File: config.mk
export PLATFORM = sky130hd
export DESIGN_NAME = ddr_serializer_tx
export DESIGN_NICKNAME = d
export VERILOG_FILES = /design/src/rtl/ddr_link_pkg.sv /design/src/rtl/ddr_xor_oddr.sv /design/src/rtl/ddr_serializer_tx.sv
export SDC_FILE = /design/constraint.sdc
export NUM_CORES = 1
export LEC_CHECK = 0
export CORE_ASPECT_RATIO = 0.7
export CORE_MARGIN = 4
export CORE_UTILIZATION = 35
export CTS_BUF_LIST = sky130_fd_sc_hd__clkbuf_8
export DETAILED_ROUTE_END_ITERATION = 8
export GPL_TIMING_DRIVEN = 0
export PLACE_DENSITY = 0.62
export SYNTH_ARGS = -nofsm -noshare
export SYNTH_HDL_FRONTEND = slang
export SYNTH_SLANG_ARGS = --single-unit
File: constraint.sdc
create_clock -name clk -period 2.58 [get_ports clk]
set_clock_uncertainty 0.15 [all_clocks]
set_input_delay 0.387 -clock clk [delete_from_list [all_inputs] [get_ports clk]]
set_output_delay 0.387 -clock clk [all_outputs]
set_load 0.02 [all_outputs]
File: src/rtl/ddr_link_pkg.sv
// Shared definitions for the single-wire DDR link (transmitter and receiver).
package ddr_link_pkg;

    typedef enum logic {
        IDLE,
        SHIFT
    } state_t;

    localparam logic IDLE_LEVEL_DEFAULT = 1'b0;

    function automatic int unsigned pairs(input int unsigned width);
        return width / 2;
    endfunction

endpackage

File: src/rtl/ddr_xor_oddr.sv
// Glitch-free DDR output: ddr bit = posedge flop XOR negedge flop, so only one flop
// toggles per clock phase.
module ddr_xor_oddr (
    input  logic clk,
    input  logic rst,
    input  logic pos_bit,
    input  logic neg_bit,
    output logic q
);

    logic p_q;
    logic p_d;
    logic n_q;
    logic n_d;
    logic neg_bit_q;

    always_comb begin
        p_d = pos_bit ^ n_q;
        n_d = neg_bit_q ^ p_q;
    end

    always_ff @(posedge clk or posedge rst) begin
        if (rst) begin
            p_q       <= 1'b0;
            neg_bit_q <= 1'b0;
        end else begin
            p_q       <= p_d;
            neg_bit_q <= neg_bit;
        end
    end

    // neg_bit_q to n_q is a half-cycle path into the falling-edge flop
    always_ff @(negedge clk or posedge rst) begin
        if (rst) begin
            n_q <= 1'b0;
        end else begin
            n_q <= n_d;
        end
    end

    assign q = p_q ^ n_q;

endmodule

File: src/rtl/ddr_serializer_tx.sv
// DDR link transmitter: takes WIDTH-bit words over valid/ready and sends two bits per
// clk cycle, MSB first, high-phase bit then low-phase bit.
module ddr_serializer_tx
    import ddr_link_pkg::*;
#(
    parameter int unsigned WIDTH      = 8,
    parameter logic        IDLE_LEVEL = IDLE_LEVEL_DEFAULT
) (
    input  logic             clk,
    input  logic             rst,
    input  logic             in_valid,
    input  logic [WIDTH-1:0] in_data,
    output logic             in_ready,
    output logic             ddr_out,
    output logic             ddr_frame,
    output logic             busy
);

    localparam int unsigned   PAIRS = pairs(WIDTH);
    localparam int unsigned   CW    = (PAIRS > 1) ? $clog2(PAIRS) : 1;
    localparam logic [CW-1:0] LAST  = CW'(PAIRS - 1);

    if (((WIDTH % 2) != 0) || (WIDTH < 2)) begin : g_width_check
        $error("ddr_serializer_tx: WIDTH must be even and >= 2");
    end

    state_t           state_q;
    state_t           state_d;
    logic [CW-1:0]    cnt_q;
    logic [CW-1:0]    cnt_d;
    logic [WIDTH-1:0] sreg_q;
    logic [WIDTH-1:0] sreg_d;
    logic             frame_q;
    logic             frame_d;
    logic             accept;
    logic             pos_bit;
    logic             neg_bit;

    // Ready depends only on state/counter so upstream can wait on it without a loop
    always_comb begin
        in_ready = !rst && ((state_q == IDLE) || ((state_q == SHIFT) && (cnt_q == LAST)));
    end

    always_comb begin
        accept  = in_valid && in_ready;
        state_d = state_q;
        cnt_d   = cnt_q;
        sreg_d  = sreg_q;
        frame_d = (state_q == SHIFT) && (cnt_q == '0);
        pos_bit = IDLE_LEVEL;
        neg_bit = IDLE_LEVEL;
        case (state_q)
            IDLE: begin
                if (accept) begin
                    state_d = SHIFT;
                    cnt_d   = '0;
                    sreg_d  = in_data;
                end
            end
            SHIFT: begin
                pos_bit = sreg_q[WIDTH-1];
                neg_bit = sreg_q[WIDTH-2];
                if (cnt_q != LAST) begin
                    cnt_d  = cnt_q + 1'b1;
                    sreg_d = sreg_q << 2;
                end else if (accept) begin
                    cnt_d  = '0;
                    sreg_d = in_data;
                end else begin
                    state_d = IDLE;
                    cnt_d   = '0;
                end
            end
            default: state_d = IDLE;
        endcase
    end

    always_ff @(posedge clk or posedge rst) begin
        if (rst) begin
            state_q <= IDLE;
            cnt_q   <= '0;
            sreg_q  <= '0;
            frame_q <= 1'b0;
        end else begin
            state_q <= state_d;
            cnt_q   <= cnt_d;
            sreg_q  <= sreg_d;
            frame_q <= frame_d;
        end
    end

    ddr_xor_oddr u_oddr (
        .clk     (clk),
        .rst     (rst),
        .pos_bit (pos_bit),
        .neg_bit (neg_bit),
        .q       (ddr_out)
    );

    assign ddr_frame = frame_q;
    assign busy      = (state_q == SHIFT);

endmodule

==> results of run 1 <==
==> per-stage QoR <==
stage | instance area [µm²] | setup TNS, ns | power (mW) | instances | hold WS (ns)
2_1_floorplan | 684 | 0 | 0.690 | 54 | 0.138
3_3_place_gp | 851 | -0.481 | 0.826 | 89 | 0.340
3_5_place_dp | 851 | -0.518 | 0.835 | 89 | 0.343
4_1_cts | 902 | -0.230 | 1.04 | 94 | 0.353
5_1_grt | 910 | -0.256 | 1.11 | 95 | 0.373
6_report | 910 | -0.226 | 1.03 | 95 | 0.351
==> state kept, by name, indices dropped and copies added, names as in the netlist <==
| signal | cells |
|---|---|
| sreg_q | 8 |
| cnt_q | 2 |
| busy | 1 |
| ddr_frame | 1 |
| u_oddr.n_q | 1 |
| u_oddr.neg_bit_q | 1 |
| u_oddr.p_q | 1 |
==> power breakdown <==
part	switching [mW]	internal (mW)
clock	0.0810	0.107
combinational	0.200	0.241
sequential	0.0658	0.332
total	0.347	0.679
==> worst max-delay path: cells and delay by family, from the launching register on <==
kind	cells	cell delay [ns]
XOR/XNOR	1	0.12
buffers and inverters	1	0.15
flip-flops	1	0.45
==> metal layers <==
| layer | track usage | vias up | wire length [µm] |
|---|---|---|---|
| met3 | 0.0429 | 0 | 81 |
| met2 | 0.136 | 12 | 468 |
| met1 | 0.141 | 201 | 601 |
| met4 | 0.0130 | 0 | 0 |
| met5 | 0 | - | 0 |
| li1 | - | 223 | - |
==> synthesized netlist by cell type <==
master   instances  area (µm²)
a21o_2           3        26.3
nor2_4           1        11.3
nand2_1          2        7.51
and2b_1          1        7.51
and2_2           2        15.0
o31ai_1          1        7.51
nor3_1           1        5.00
buf_4            1        7.51
ha_1             2        25.0
a221o_1          6        60.1
inv_1            4        15.0
xnor2_1          1        8.76
nor2b_4          1        13.8
nor2_1           1        3.75
buf_6            1        11.3
xor2_1           2        17.5
nor2b_1          1        6.26
dfrtn_1          1        25.0
nor3b_1          2        15.0
and2_1           6        37.5
dfrtp_1         14         350
==> cell families after synthesis <==
family	count (synthesis)
AOI/OAI and AO/OA	10
xor gates and xnor gates	3
DFF	15
buffers and inverters	6
and+or+nand+nor	18
adders and majority gates	2
==> worst max path at each step <==
stage                          start       to  slack (ns)  cells after the start
after CTS                 u_oddr.n_q  ddr_out       -0.23                      2
after global routing      u_oddr.n_q  ddr_out       -0.26                      2
after floorplan           u_oddr.n_q  ddr_out        0.05                      1
final                     u_oddr.n_q  ddr_out       -0.23                      2
after global placement    u_oddr.n_q  ddr_out       -0.43                      2
after detailed placement  u_oddr.n_q  ddr_out       -0.43                      2
==> what timing repair did <==
item,in CTS,in global routing
cloned,0,0
setup endpoints to repair,1,1
resized for setup,5,0
setup buffers,1,1
==> area by class of cell <==
class,instances,area [µm²]
clock buffers,3,41.3
repair buffers,16,153
inverters,4,15.0
clock inverters,1,5.00
flip-flops and latches,15,375
fillers,162,787
plain buffers,2,18.8
multi-input cells,33,275
well taps,21,26.3
==> flow_summary_export.csv, run 1 <==
group,metric,value,unit
detailed_routing,post_drt_wl_per_cell,12.1,µm
power,ir_worst_vdd,732,µV
floorplanning,die_y,44.8,µm
power,leakagePower,0.433,nW
clock_tree,cts_tree,"built",
sta,worstMarginPinSlew,0.570,ns
worst_setup_path,crit_chain,"xor2_2 -> buf_4",
cells_and_area,n_antenna_cell,0,
cells_and_area,drive_gt1_frac,0.230,
worst_setup_path,ff2ff_path_depth,3,
detailed_routing,drt_iter0_drc,5,
worst_setup_path,cp-start-kind,"register",
detailed_routing,dr.pass1.iters,3,
sta,final-setup-viol-count,1,
status,status,"finished, violations left",
detailed_routing,routed_wl,1150,µm
sta,setup_ws,-0.226,ns
synthesis,synthXorXnorAreaFrac,0.0388,
global_routing,grt_pass1_wl,1930,µm
global_routing,grt_max_degree,16,
worst_setup_path,slowest_delay,0.45,ns
worst_setup_path,r2r_setup_slack,0.27,ns
sta,drv_slew,0,
synthesis,syn_inst,54,
synthesis,synth-compound-area-share,0.139,
place,routabilityCongestion,0.670,
clock_tree,cts_root_buf,"clkbuf_8",
place,hpwl,860,µm
worst_setup_path,end_kind,"output pin",
worst_setup_path,crit_required,2.04,ns
synthesis,avgSynthCellArea,12.5,µm²
clock_tree,clock_path_buffers,2,
cells_and_area,layout.nets,88,
synthesis,synth_mux_area_frac,0,
worst_hold_path,worstHoldEndpoint,"u_oddr.neg_bit_q",
cells_and_area,final_cell_mix,"dfrtp_1 (14), clkdlybuf4s50_1 (13), and2_1 (6), a221o_1 (6)",
sta,slew_headroom,0.619,
detailed_routing,drtAntennaViolNets,0,
worst_hold_path,worstHoldPathCells,1,
global_routing,overflow,0,
sta,rsz0062_at_grt,"true",
cells_and_area,areaGrowthSynthToFinish,34.4,%
floorplanning,start_util,0.399,
floorplanning,io_pins,15,
sta,finalHoldViolCount,0,
power,powerDensity,1130,nW/µm²
status,violations,"negative setup slack",
synthesis,ys_ff_latch,15,
worst_setup_path,arrival,2.27,ns
synthesis,yosys.area_share.simple,0.181,
worst_setup_path,rr_endpoint,"u_oddr.p_q",
place,numPortBuffers,14,
place,dp_slack,-0.426,ns
worst_hold_path,holdCritPathClass,"reg -> reg",
worst_setup_path,critPathMaxFanout,2,
synthesis,ys_seq_area_frac,0.555,
synthesis,ys_types,21,
floorplanning,die_area,2710,µm²
worst_setup_path,cpMaxStageDelayCell,"dfrtn_1",
clock_tree,cts_hold_buf,0,
detailed_routing,vias,436,
floorplanning,core,1700,µm²
floorplanning,row_count,12,
synthesis,synth_area,677,µm²
global_routing,grt_antenna_before_repair,0,
synthesis,synth_top_family_by_area,"simple AND/OR/NAND/NOR gates",
synthesis,synthAdderAreaFrac,0.0370,
synthesis,syn_nets,67,
clock_tree,clkTransAtPathRegs,0.06,ns
clock_tree,clock_sinks,15,
detailed_routing,drc,0,
clock_tree,cts.htree.levels,1,
clock_tree,clk_latency,0.26,ns
cells_and_area,fin_util,0.536,
global_routing,grt_util_all_layers,0.0971,
worst_hold_path,min_from,"sreg_q[6]",
job,maxCapViolCount,0,
cells_and_area,layout_commonest_cell,"dfrtp_1",
global_routing,grt_pass1_vias,434,
detailed_routing,vias_per_cell,4.59,
clock_tree,cts_buffers,3,
worst_setup_path,rr_startpoint,"u_oddr.n_q",
synthesis,ys_warn_count,0,
worst_setup_path,criticalPathCategory,"reg -> out",
floorplanning,die_w,60.6,µm
Note: power is estimated with default switching activity, not from simulation.
==> run 2: changes to the inputs <==
--- a/config.mk
+++ b/config.mk
@@ -5,13 +5,12 @@
 export SDC_FILE = /design/constraint.sdc
 export NUM_CORES = 1
 export LEC_CHECK = 0
-export CORE_ASPECT_RATIO = 0.7
 export CORE_MARGIN = 4
-export CORE_UTILIZATION = 35
+export CORE_UTILIZATION = 42
 export CTS_BUF_LIST = sky130_fd_sc_hd__clkbuf_8
 export DETAILED_ROUTE_END_ITERATION = 8
 export GPL_TIMING_DRIVEN = 0
-export PLACE_DENSITY = 0.62
+export PLACE_DENSITY = 0.71
 export SYNTH_ARGS = -nofsm -noshare
 export SYNTH_HDL_FRONTEND = slang
 export SYNTH_SLANG_ARGS = --single-unit
==> flow_summary_export.csv, run 2 (same netlist as run 1, synthesis figures left out) <==
group,metric,value,unit
clock_tree,cts_hold_buf,0,
clock_tree,clock_sinks,15,
clock_tree,clk_latency,0.26,ns
detailed_routing,drc,0,
clock_tree,clkTransAtPathRegs,0.06,ns
floorplanning,row_count,14,
worst_setup_path,criticalPathCategory,"reg -> out",
sta,drv_slew,0,
worst_setup_path,critPathMaxFanout,2,
global_routing,grt_util_all_layers,0.125,
power,p_comb_frac,0.435,
cells_and_area,layout.nets,88,
status,violations,"negative setup slack",
sta,rsz0062_at_grt,"true",
floorplanning,core,1510,µm²
status,status,"finished, violations left",
worst_setup_path,ff2ff_path_depth,3,
cells_and_area,largest_register_ffs,8,
clock_tree,cts_buffers,3,
worst_hold_path,min_from,"sreg_q[3]",
place,hpwl,852,µm
place,dp_slack,-0.447,ns
global_routing,grt_max_degree,16,
global_routing,overflow,0,
worst_setup_path,arrival,2.29,ns
clock_tree,cts_tree,"built",
sta,slew_headroom,0.632,
global_routing,gr-usage-met2,0.190,
power,ir_worst_vdd,496,µV
cells_and_area,regMostFlops,"sreg_q",
floorplanning,start_util,0.449,
power,leakagePower,0.433,nW
floorplanning,die_w,48.1,µm
worst_setup_path,end_kind,"output pin",
worst_hold_path,worstHoldPathCells,1,
clock_tree,clock_path_buffers,2,
sta,setup_ws,-0.243,ns
clock_tree,cts.htree.levels,1,
worst_setup_path,crit_required,2.04,ns
global_routing,top_usage_layer,"met2",
power,power.total,1.03,mW
worst_setup_path,rr_startpoint,"u_oddr.n_q",
power,p_clk_frac,0.180,
detailed_routing,vias_per_cell,4.83,
detailed_routing,post_drt_wl_per_cell,12.5,µm
power,p_sw_frac,0.337,
cells_and_area,reg_top3,"sreg_q: 8 flops, cnt_q: 2 flops",
cells_and_area,areaGrowthSynthToFinish,33.5,%
clock_tree,cts_root_buf,"clkbuf_8",
detailed_routing,drtAntennaViolNets,0,
sta,finalHoldViolCount,0,
global_routing,grt_pass1_vias,421,
power,seqPwrFrac,0.385,
floorplanning,io_pins,15,
global_routing,grt_pass1_wl,1880,µm
detailed_routing,vias,435,
detailed_routing,routed_wl,1120,µm
sta,hold_ws,0.350,ns
cells_and_area,drive_gt1_frac,0.230,
floorplanning,die_y,48.1,µm
sta,worstMarginPinSlew,0.551,ns
cells_and_area,final_cell_mix,"dfrtp_1 (14), clkdlybuf4s50_1 (13), and2_1 (6), a221o_1 (6)",
sta,final-setup-viol-count,1,
global_routing,gr-usage-met1,0.148,
worst_setup_path,rr_endpoint,"u_oddr.p_q",
detailed_routing,drt_iter0_drc,2,
power,powerDensity,1140,nW/µm²
cells_and_area,n_antenna_cell,0,
global_routing,gr-usage-met3,0.0664,
detailed_routing,dr.pass1.iters,2,
power,power_switching,347,µW
worst_hold_path,worstHoldEndpoint,"sreg_q[3]",
worst_setup_path,cp-start-kind,"register",
place,numPortBuffers,14,
cells_and_area,layout_commonest_cell,"dfrtp_1",
floorplanning,die_area,2320,µm²
place,routabilityCongestion,0.664,
global_routing,grt_antenna_before_repair,0,
power,internal_power,681,µW
worst_setup_path,r2r_setup_slack,0.27,ns
job,maxCapViolCount,0,
worst_setup_path,cp-startpoint,"u_oddr.n_q",
worst_hold_path,holdCritPathClass,"reg -> reg",
run 2: cell counts in the layout (fill, tap and decap cells not counted):
Identical to the previous run, type by type.
run 2: worst max-delay path by stage:
stage               to
3_3_place_gp   ddr_out
3_5_place_dp   ddr_out
2_1_floorplan  ddr_out
4_1_cts        ddr_out
6_report       ddr_out
5_1_grt        ddr_out
run 2: timing repair:
action / in CTS / in global routing
resized for setup: 5 / 0
pin swaps: 0 / 0
endpoints found under the setup margin: 1 / 1
buffers inserted: 1 / 1
run 2: power by group through the flow:
stage	registers, mW	logic [mW]	clock network (mW)
CTS	0.400	0.442	0.190
global placement	0.400	0.420	0
global route	0.410	0.494	0.206
finish	0.396	0.447	0.185
floorplan	0.406	0.284	0
detailed placement	0.406	0.431	0
run 2: critical path, cell delays in order (launching register included):
cell     delay [ns]
dfrtn_1        0.45
xor2_2         0.13
buf_4          0.15
run 2: metal layers:
layer,vias to the layer above,share of wire
met5,-,0
met4,0,0.0071
met3,3,0.072
met2,11,0.47
met1,198,0.45
li1,223,-
run 2: cell type report:
class                           instances  area [µm²]
Sequential cell                        15         375
Fill cell                             144         603
Tap cell                               16        20.0
Timing Repair Buffer                   16         153
Inverter                                4        15.0
Clock inverter                          1        5.00
Clock buffer                            3        41.3
Buffer                                  2        18.8
Multi-Input combinational cell         33         275
run 2: metrics by stage:
stage	utilization	instances	setup TNS (ns)	instance area [µm²]
2_1_floorplan	-	54	0	684
3_3_place_gp	0.561	84	-0.514	845
3_5_place_dp	0.561	84	-0.507	845
4_1_cts	0.595	89	-0.249	896
5_1_grt	0.600	90	-0.286	903
6_report	0.600	90	-0.243	903
==> run 3: changes to the inputs <==
--- a/config.mk
+++ b/config.mk
@@ -9,7 +9,6 @@
 export CORE_UTILIZATION = 42
 export CTS_BUF_LIST = sky130_fd_sc_hd__clkbuf_8
 export DETAILED_ROUTE_END_ITERATION = 8
-export GPL_TIMING_DRIVEN = 0
 export PLACE_DENSITY = 0.71
 export SYNTH_ARGS = -nofsm -noshare
 export SYNTH_HDL_FRONTEND = slang
==> flow_summary_export.csv, run 3 (same netlist as run 1, synthesis figures left out) <==
group,metric,value,unit
global_routing,grt_pass1_wl,1760,µm
cells_and_area,layout.nets,88,
place,hpwl,820,µm
floorplanning,start_util,0.449,
cells_and_area,areaGrowthSynthToFinish,33.5,%
power,leakagePower,0.433,nW
job,maxCapViolCount,0,
detailed_routing,post_drt_wl_per_cell,13.0,µm
detailed_routing,vias,442,
cells_and_area,reg_top3,"sreg_q: 8 flops, cnt_q: 2 flops",
detailed_routing,dr.pass1.iters,4,
clock_tree,cts_tree,"built",
clock_tree,cts_root_buf,"clkbuf_8",
floorplanning,core,1510,µm²
detailed_routing,drc,0,
clock_tree,clkTransAtPathRegs,0.06,ns
global_routing,grt_util_all_layers,0.113,
power,ir_worst_vdd,661,µV
clock_tree,cts_hold_buf,0,
place,numPortBuffers,14,
detailed_routing,routed_wl,1170,µm
clock_tree,clock_path_buffers,2,
worst_setup_path,crit_required,2.04,ns
place,routabilityCongestion,0.698,
clock_tree,cts_buffers,3,
sta,drv_slew,0,
status,violations,"negative setup slack",
global_routing,grt_max_degree,15,
floorplanning,io_pins,15,
worst_setup_path,critPathMaxFanout,2,
floorplanning,die_w,48.1,µm
floorplanning,die_y,48.1,µm
cells_and_area,regMostFlops,"sreg_q",
sta,rsz0062_at_grt,"true",
cells_and_area,n_fill_cell,139,
worst_setup_path,criticalPathCategory,"reg -> out",
sta,slew_headroom,0.615,
sta,finalHoldViolCount,0,
cells_and_area,fin_util,0.600,
cells_and_area,layout_commonest_cell,"dfrtp_1",
worst_hold_path,holdCritPathClass,"reg -> reg",
clock_tree,cts.htree.levels,1,
detailed_routing,drt_iter0_drc,10,
worst_setup_path,arrival,2.28,ns
power,powerDensity,1150,nW/µm²
sta,tns,-0.242,ns
cells_and_area,n_antenna_cell,0,
worst_setup_path,end_kind,"output pin",
detailed_routing,vias_per_cell,4.91,
cells_and_area,drive_gt1_frac,0.230,
detailed_routing,drtAntennaViolNets,0,
clock_tree,clock_sinks,15,
sta,hold_ws,0.354,ns
floorplanning,row_count,14,
worst_setup_path,cp-start-kind,"register",
status,status,"finished, violations left",
cells_and_area,final_cell_mix,"dfrtp_1 (14), clkdlybuf4s50_1 (13), and2_1 (6), a221o_1 (6)",
global_routing,grt_antenna_before_repair,0,
sta,setup_ws,-0.242,ns
global_routing,overflow,0,
global_routing,grt_pass1_vias,406,
floorplanning,die_area,2320,µm²
cells_and_area,largest_register_ffs,8,
clock_tree,clk_latency,0.26,ns
sta,worstMarginPinSlew,0.577,ns
sta,final-setup-viol-count,1,
run 3: critical path: stages, from the launching register on:
cell,delay [ns]
dfrtn_1,0.45
xor2_2,0.16
buf_6,0.13
run 3: cell type report:
cell class | instances | area, µm² | area share
clock buffers | 3 | 41.3 | 0.0457
inverters | 4 | 15.0 | 0.0166
repair buffers | 18 | 171 | 0.190
well taps | 16 | 20.0 | 0.0222
multi-input cells | 33 | 275 | 0.305
flip-flops and latches | 15 | 375 | 0.416
clock inverters | 1 | 5.00 | 0.00554
run 3: per-stage QoR:
stage	std cells	instance area, µm²	setup slack, ns	total power [mW]
final	90	903	-0.242	1.04
after global routing	90	903	-0.276	1.11
after CTS	89	892	-0.250	1.03
after detailed placement	85	848	-0.424	0.838
after global placement	85	848	-0.402	0.827
after floorplan	54	684	0.0493	0.690
run 3: power breakdown:
part	switching, mW	internal, mW	leakage, nW	total (mW)
Sequential	0.0660	0.332	0.191	0.398
Combinational	0.205	0.246	0.217	0.451
Clock	0.0838	0.107	0.0255	0.191
Total	0.354	0.685	0.433	1.04
run 3: worst paths after layout:
| path | slack [ns] | start | cells past startpoint | to |
|---|---|---|---|---|
| max in group asynchronous | 0.71 | rst | 2 | u_oddr.n_q |
| worst max-delay path | -0.24 | u_oddr.n_q | 2 | ddr_out |
| min in group asynchronous | 0.47 | rst | 3 | ddr_frame |
| worst min register to register | 0.35 | sreg_q[6] | 1 | u_oddr.neg_bit_q |
| worst min-delay path | 0.35 | sreg_q[6] | 1 | u_oddr.neg_bit_q |
| worst max register to register | 0.27 | u_oddr.n_q | 3 | u_oddr.p_q |
run 3: what timing repair did:
| item | 4_1_cts | 5_1_grt |
|---|---|---|
| setup buffers | 0 | 1 |
| setup endpoints to repair | 1 | 1 |
| gates resized for setup | 5 | 1 |
| pin swaps | 0 | 1 |
run 3: routing by layer:
layer / vias up / GRT usage / share of wire
met5: - / 0 / 0
met4: 0 / 0.0323 / 0
met3: 0 / 0.0332 / 0.055
met2: 12 / 0.195 / 0.47
met1: 206 / 0.136 / 0.48
li1: 224 / - / -
